$ cat src/rtl/capture_buffer.sv
// capture_buffer: captures a DEPTH-sample window around the trigger into RAM and streams it out over valid/ready.
// CAPTURE_PRETRIG_EN builds the programmable pre-trigger window; without it the window starts at the trigger.
module capture_buffer #(
  parameter int DATA_W = 3,
  parameter int ADDR_W = 8
) (
  input  logic              clk_PLL,
  input  logic              reset,
  input  logic              arm,
  input  logic [ADDR_W-1:0] preTrig,
  input  logic              triggerIn,
  input  logic [DATA_W-1:0] dataIn,
  output logic              trigClear,
  output logic              busy,
  output logic              done,
  output logic [DATA_W-1:0] rdData,
  output logic              rdValid,
  input  logic              rdReady,
  output logic              rdLast
);
  typedef enum logic [2:0] {IDLE, PREFILL, WAIT_TRIG, POST, READOUT} state_t;
  localparam logic [ADDR_W-1:0] ONE = 1;
  state_t state_q, state_d, first_state;
  logic [DATA_W-1:0] mem [2**ADDR_W];
  logic [ADDR_W-1:0] pre_trig, wr_ptr_q, wr_ptr_d, rd_addr_q, rd_addr_d;
  logic [ADDR_W-1:0] post_cnt_q, post_cnt_d, rd_cnt_q, rd_cnt_d;
  logic [DATA_W-1:0] pf_data_q, out_data_q, out_data_d;
  logic pf_vld_q, pf_vld_d, pf_last_q, pf_last_d, out_vld_q, out_vld_d, out_last_q, out_last_d;
  logic iss_done_q, iss_done_d, trig_clear_q, trig_clear_d, done_q, done_d;
  logic accept, trig, we, wait_we, prefill_end, fire, out_load, issue;
`ifdef CAPTURE_PRETRIG_EN
  logic [ADDR_W-1:0] pre_trig_q, pre_trig_d;
  always_comb pre_trig_d = accept ? preTrig : pre_trig_q;
  always_ff @(posedge clk_PLL) pre_trig_q <= reset ? '0 : pre_trig_d;
  assign pre_trig    = pre_trig_q;
  assign wait_we     = 1'b1;
  assign first_state = preTrig == '0 ? WAIT_TRIG : PREFILL;
  assign prefill_end = wr_ptr_q == pre_trig_q - ONE;
`else
  logic unused_pre_trig;
  assign unused_pre_trig = ^preTrig;
  assign pre_trig    = '0;
  // nothing ahead of the trigger is kept, so the trigger sample lands at address 0
  assign wait_we     = triggerIn;
  assign first_state = WAIT_TRIG;
  assign prefill_end = 1'b0;
`endif
  always_ff @(posedge clk_PLL) state_q <= reset ? IDLE : state_d;
  always_comb begin
    state_d = state_q;
    case (state_q)
      IDLE:      state_d = arm ? first_state : IDLE;
      PREFILL:   state_d = prefill_end ? WAIT_TRIG : PREFILL;
      WAIT_TRIG: state_d = !triggerIn ? WAIT_TRIG : pre_trig == '1 ? READOUT : POST;
      POST:      state_d = post_cnt_q == ONE ? READOUT : POST;
      READOUT:   state_d = fire && out_last_q ? IDLE : READOUT;
      default:   state_d = IDLE;
    endcase
  end
  // readout is a RAM-output prefetch stage feeding the output register; a read issues only when its slot frees up
  always_comb begin
    accept       = state_q == IDLE && arm;
    trig         = state_q == WAIT_TRIG && triggerIn;
    we           = state_q == PREFILL || state_q == POST || (state_q == WAIT_TRIG && wait_we);
    fire         = out_vld_q && rdReady;
    out_load     = pf_vld_q && (!out_vld_q || rdReady);
    issue        = state_q == READOUT && !iss_done_q && (!pf_vld_q || out_load);
    wr_ptr_d     = accept ? '0 : we ? wr_ptr_q + ONE : wr_ptr_q;
    rd_addr_d    = accept ? '0 : trig ? wr_ptr_q - pre_trig : issue ? rd_addr_q + ONE : rd_addr_q;
    post_cnt_d   = accept ? '0 : trig ? ~pre_trig : state_q == POST ? post_cnt_q - ONE : post_cnt_q;
    rd_cnt_d     = accept ? '0 : issue ? rd_cnt_q + ONE : rd_cnt_q;
    iss_done_d   = !accept && (iss_done_q || (issue && &rd_cnt_q));
    pf_vld_d     = issue || (pf_vld_q && !out_load);
    pf_last_d    = issue ? &rd_cnt_q : pf_last_q;
    out_vld_d    = out_load || (out_vld_q && !fire);
    out_data_d   = out_load ? pf_data_q : out_data_q;
    out_last_d   = out_load ? pf_last_q : out_last_q;
    trig_clear_d = accept;
    done_d       = fire && out_last_q;
  end
  always_ff @(posedge clk_PLL) begin
    if (reset) begin
      wr_ptr_q     <= '0;
      rd_addr_q    <= '0;
      post_cnt_q   <= '0;
      rd_cnt_q     <= '0;
      iss_done_q   <= 1'b0;
      pf_vld_q     <= 1'b0;
      pf_last_q    <= 1'b0;
      out_vld_q    <= 1'b0;
      out_data_q   <= '0;
      out_last_q   <= 1'b0;
      trig_clear_q <= 1'b0;
      done_q       <= 1'b0;
    end else begin
      wr_ptr_q     <= wr_ptr_d;
      rd_addr_q    <= rd_addr_d;
      post_cnt_q   <= post_cnt_d;
      rd_cnt_q     <= rd_cnt_d;
      iss_done_q   <= iss_done_d;
      pf_vld_q     <= pf_vld_d;
      pf_last_q    <= pf_last_d;
      out_vld_q    <= out_vld_d;
      out_data_q   <= out_data_d;
      out_last_q   <= out_last_d;
      trig_clear_q <= trig_clear_d;
      done_q       <= done_d;
    end
  end
  always_ff @(posedge clk_PLL) begin
    if (we) mem[wr_ptr_q] <= dataIn;
    if (issue) pf_data_q <= mem[rd_addr_q];
  end
  always_comb begin
    busy      = state_q != IDLE;
    trigClear = trig_clear_q;
    done      = done_q;
    rdData    = out_data_q;
    rdValid   = out_vld_q;
    rdLast    = out_last_q;
  end
endmodule

$ cat config.mk
export PLATFORM = sky130hd
export DESIGN_NAME = capture_buffer
export DESIGN_NICKNAME = d
export VERILOG_FILES = /design/src/rtl/capture_buffer.sv
export SDC_FILE = /design/constraint.sdc
export NUM_CORES = 1
export LEC_CHECK = 0
export BUFFER_PORTS_ARGS = -buffer_cell sky130_fd_sc_hd__buf_4
export CORE_AREA = 3 3 277 279
export CTS_BUF_LIST = sky130_fd_sc_hd__clkbuf_4 sky130_fd_sc_hd__clkbuf_8
export CTS_CLUSTER_DIAMETER = 200
export DETAILED_ROUTE_END_ITERATION = 7
export DIE_AREA = 0 0 280 282
export PLACE_DENSITY_LB_ADDON = 0.25
export SYNTH_ARGS = -nofsm -noshare
export SYNTH_HDL_FRONTEND = slang
export SYNTH_SLANG_ARGS = --single-unit
$ cat constraint.sdc
create_clock -name clk_PLL -period 2.4 [get_ports clk_PLL]
set_clock_uncertainty 0.05 [all_clocks]
set_input_delay 0.36 -clock clk_PLL [delete_from_list [all_inputs] [get_ports clk_PLL]]
set_output_delay 0.36 -clock clk_PLL [all_outputs]
set_load 0.02 [all_outputs]
==> reports/metrics.cfg <==
[floorplanning]
io_pins=24
core_area_sq_mm=0.0744
rows=100
start_util=0.447
die_w_um=280
dieHeight_um=282
dieArea_sq_mm=0.0790

[clocking]
cts_tree=built
clkLatencyLatePin_ns=0.77
htreeDepth=4
cts.sinks=816
cts_root_buffer=clkbuf_8
clockBufferDepth=3
clk_pin_slew_ns=0.06
cts_inserted_buffers=137

[timing]
finalWorstPathRequiredPeriod_ns=2.71
max_freq_mhz=369
setup_viol=3
slew_viol_final=0
tns_ns=-0.873
hold_viol=0
grt_setup_unrepaired=true
fin_crit_sh=1.13
max_slew.worst_pin.slew_ns=0.971
relSlewSlack=0.352
layout_setup_ws_ns=-0.307

[layout]
nFillCells=5937
nets=2182
final_util=0.525
area_growth_syn_to_layout_pct=17.3
drive_gt1_frac=0.297
stdcell_area_sq_mm=0.0391
final_cells=3227
register_area_sq_mm=0.0241
multi_input_area_sq_mm=0.00862

[global_routing]
grt_pass1_wl_um=128000
antenna_found_initial=2
first_global_vias=19500
overflow=0
track_usage=0.221
grt_max_degree=83

[yosys]
yosysMostFrequentCell=edfxtp_1
synth_top_area_frac=0.695
synth_top_area_cell=edfxtp_1
syn-num-nets=1911
synth_common_cells=edfxtp_1 (771), nor2_1 (308), mux4_2 (131), mux2i_1 (79), nand2_1 (63)
ys_warn_count=0
synth_area_leaders=edfxtp_1 (70%), mux4_2 (8.9%), nor2_1 (3.5%)
synthCells=1887
async_reset_ff_frac=0
ys_seq_area_frac=0.722
synth_edf_count=771
netlist-cell-type-count=75
ys_ff_latch=816
synth_area_sq_mm=0.0333
synth_flop_cell=edfxtp_1
syn_avg_cell_area_sq_um=17.7

[route]
final_antenna_net_count=0
met3RoutedLength_um=6370
highest_layer=met4
drcViolationCount=0
routedWlPerCell_um=26.5
drtIter0Drc=1852
wl_um=85500
met1_length_um=34400
avgViaCountPerCell=5.80
vias=18700
firstDrtPassIters=6
routed-wl-met2_um=41800

[critical_path]
endpoint_kind=register
crit_slowest_cell=or4_4
slowest_delay_ns=0.55
startpoint_type=register
arrival_ns=3.17
worstPathCellList=buf_12 -> buf_16 -> mux4_2 -> mux2i_2 -> nor2_1 -> or4_4 -> a21oi_4 -> o32ai_1
setup.worst_path.class=register to register
crit_required_ns=2.86
cp_max_fo=14

[run_status]
outcome=complete, but fails checks
violations=setup timing

[worst_hold_path]
worstHoldPathType=primary input to register

[flow_run]
cap_violations=0

[place]
port_buffers=15
place_area_sq_mm=0.0359
place_hpwl_um=55300
gp_congestion=0.845
dp.cells=2962

[power_and_ir_drop]
ir_drop_uv=428
cellLeakagePower_nw=12.2
power.density_mw_per_mm2=726

timing repair:
action	in CTS	in global routing
setup endpoints to repair	3	113
hold endpoints to repair	142	0
resized for setup	51	30
pin swaps	8	9
hold buffers	8	0
setup buffers	13	2
gates cloned	4	0
path summary, 6_finish.rpt:
path / cells after the start / endpoint / startpoint / slack [ns]
min: 3 / pf_vld_q / reset / 0.37
max reg2reg: 8 / pf_data_q[2] / rd_addr_q[0] / -0.31
min reg2reg: 2 / rd_cnt_q[1] / rd_cnt_q[1] / 0.44
max: 8 / pf_data_q[2] / rd_addr_q[0] / -0.31
sequential cells by signal (all words and copies together) (netlist names), 3 cells and up:
signal      count
rd_cnt_q        8
mem           768
rd_addr_q       8
rdData          3
wr_ptr_q        8
state_q         3
pf_data_q       3
post_cnt_q      8
layout by cell type, fill, tap and decap left out, drive strengths merged, types with 13 or more instances in the layout:
master and count:
xor2 13, o21ai 15, edfxtp 771, nor2b 16, nand3 30, inv 15, clkbuf 185, mux2i 79
a21oi 43, nand2b 13, a221oi 13, nand2 63, dfxtp 45, clkinv 41, buf 249, mux4 170
nor2 308, a22oi 25
per-stage QoR:
step                      total power, W  worst slack (ns)  hold WS, ns
after floorplan                   0.0163           0.00622        0.380
after global routing              0.0293            -0.358        0.346
after global placement            0.0168            -0.781        0.410
after detailed placement          0.0168            -0.749        0.438
after CTS                         0.0286            -0.282        0.309
final                             0.0284            -0.307        0.372
kinds of logic (layout without fill, tap and decap cells):
group	Yosys count	in the layout	share of synthesized area
adders and majority gates	8	8	0.00301
other	0	2	0
DFF	816	816	0.722
buffers and inverters	138	507	0.0267
muxes	254	254	0.145
AOI/OAI and AO/OA	168	168	0.0356
and+or+nand+nor	483	483	0.0627
xor gates and xnor gates	20	20	0.00526
routing by layer:
metal	up-vias	GRT usage
met4	0	0.0872
met5	-	0
met1	9633	0.294
met2	841	0.363
met3	186	0.0444
li1	8056	-
power breakdown:
part	total, W	internal, W	switching, W
Sequential	0.0156	0.0156	0.0000269
Combinational	0.000974	0.000359	0.000616
Clock	0.0118	0.00635	0.00542
layout make-up:
class | count | area share
antenna | 2 | 0.000128
clock buffer | 185 | 0.0583
clock inverter | 52 | 0.00769
inverter | 11 | 0.00106
multi-input combinational | 933 | 0.221
sequential | 816 | 0.616
tap | 969 | 0.0310
timing repair buffer | 259 | 0.0650
critical path: cells and delay by family (launching register included):
| kind | cells | cell delay (ns) |
|---|---|---|
| flops | 1 | 0.39 |
| mux | 2 | 0.72 |
| simple gates | 2 | 0.63 |
| compound gates | 2 | 0.31 |
| buf+inv | 2 | 0.32 |
Power figures use the tool's default switching activity.
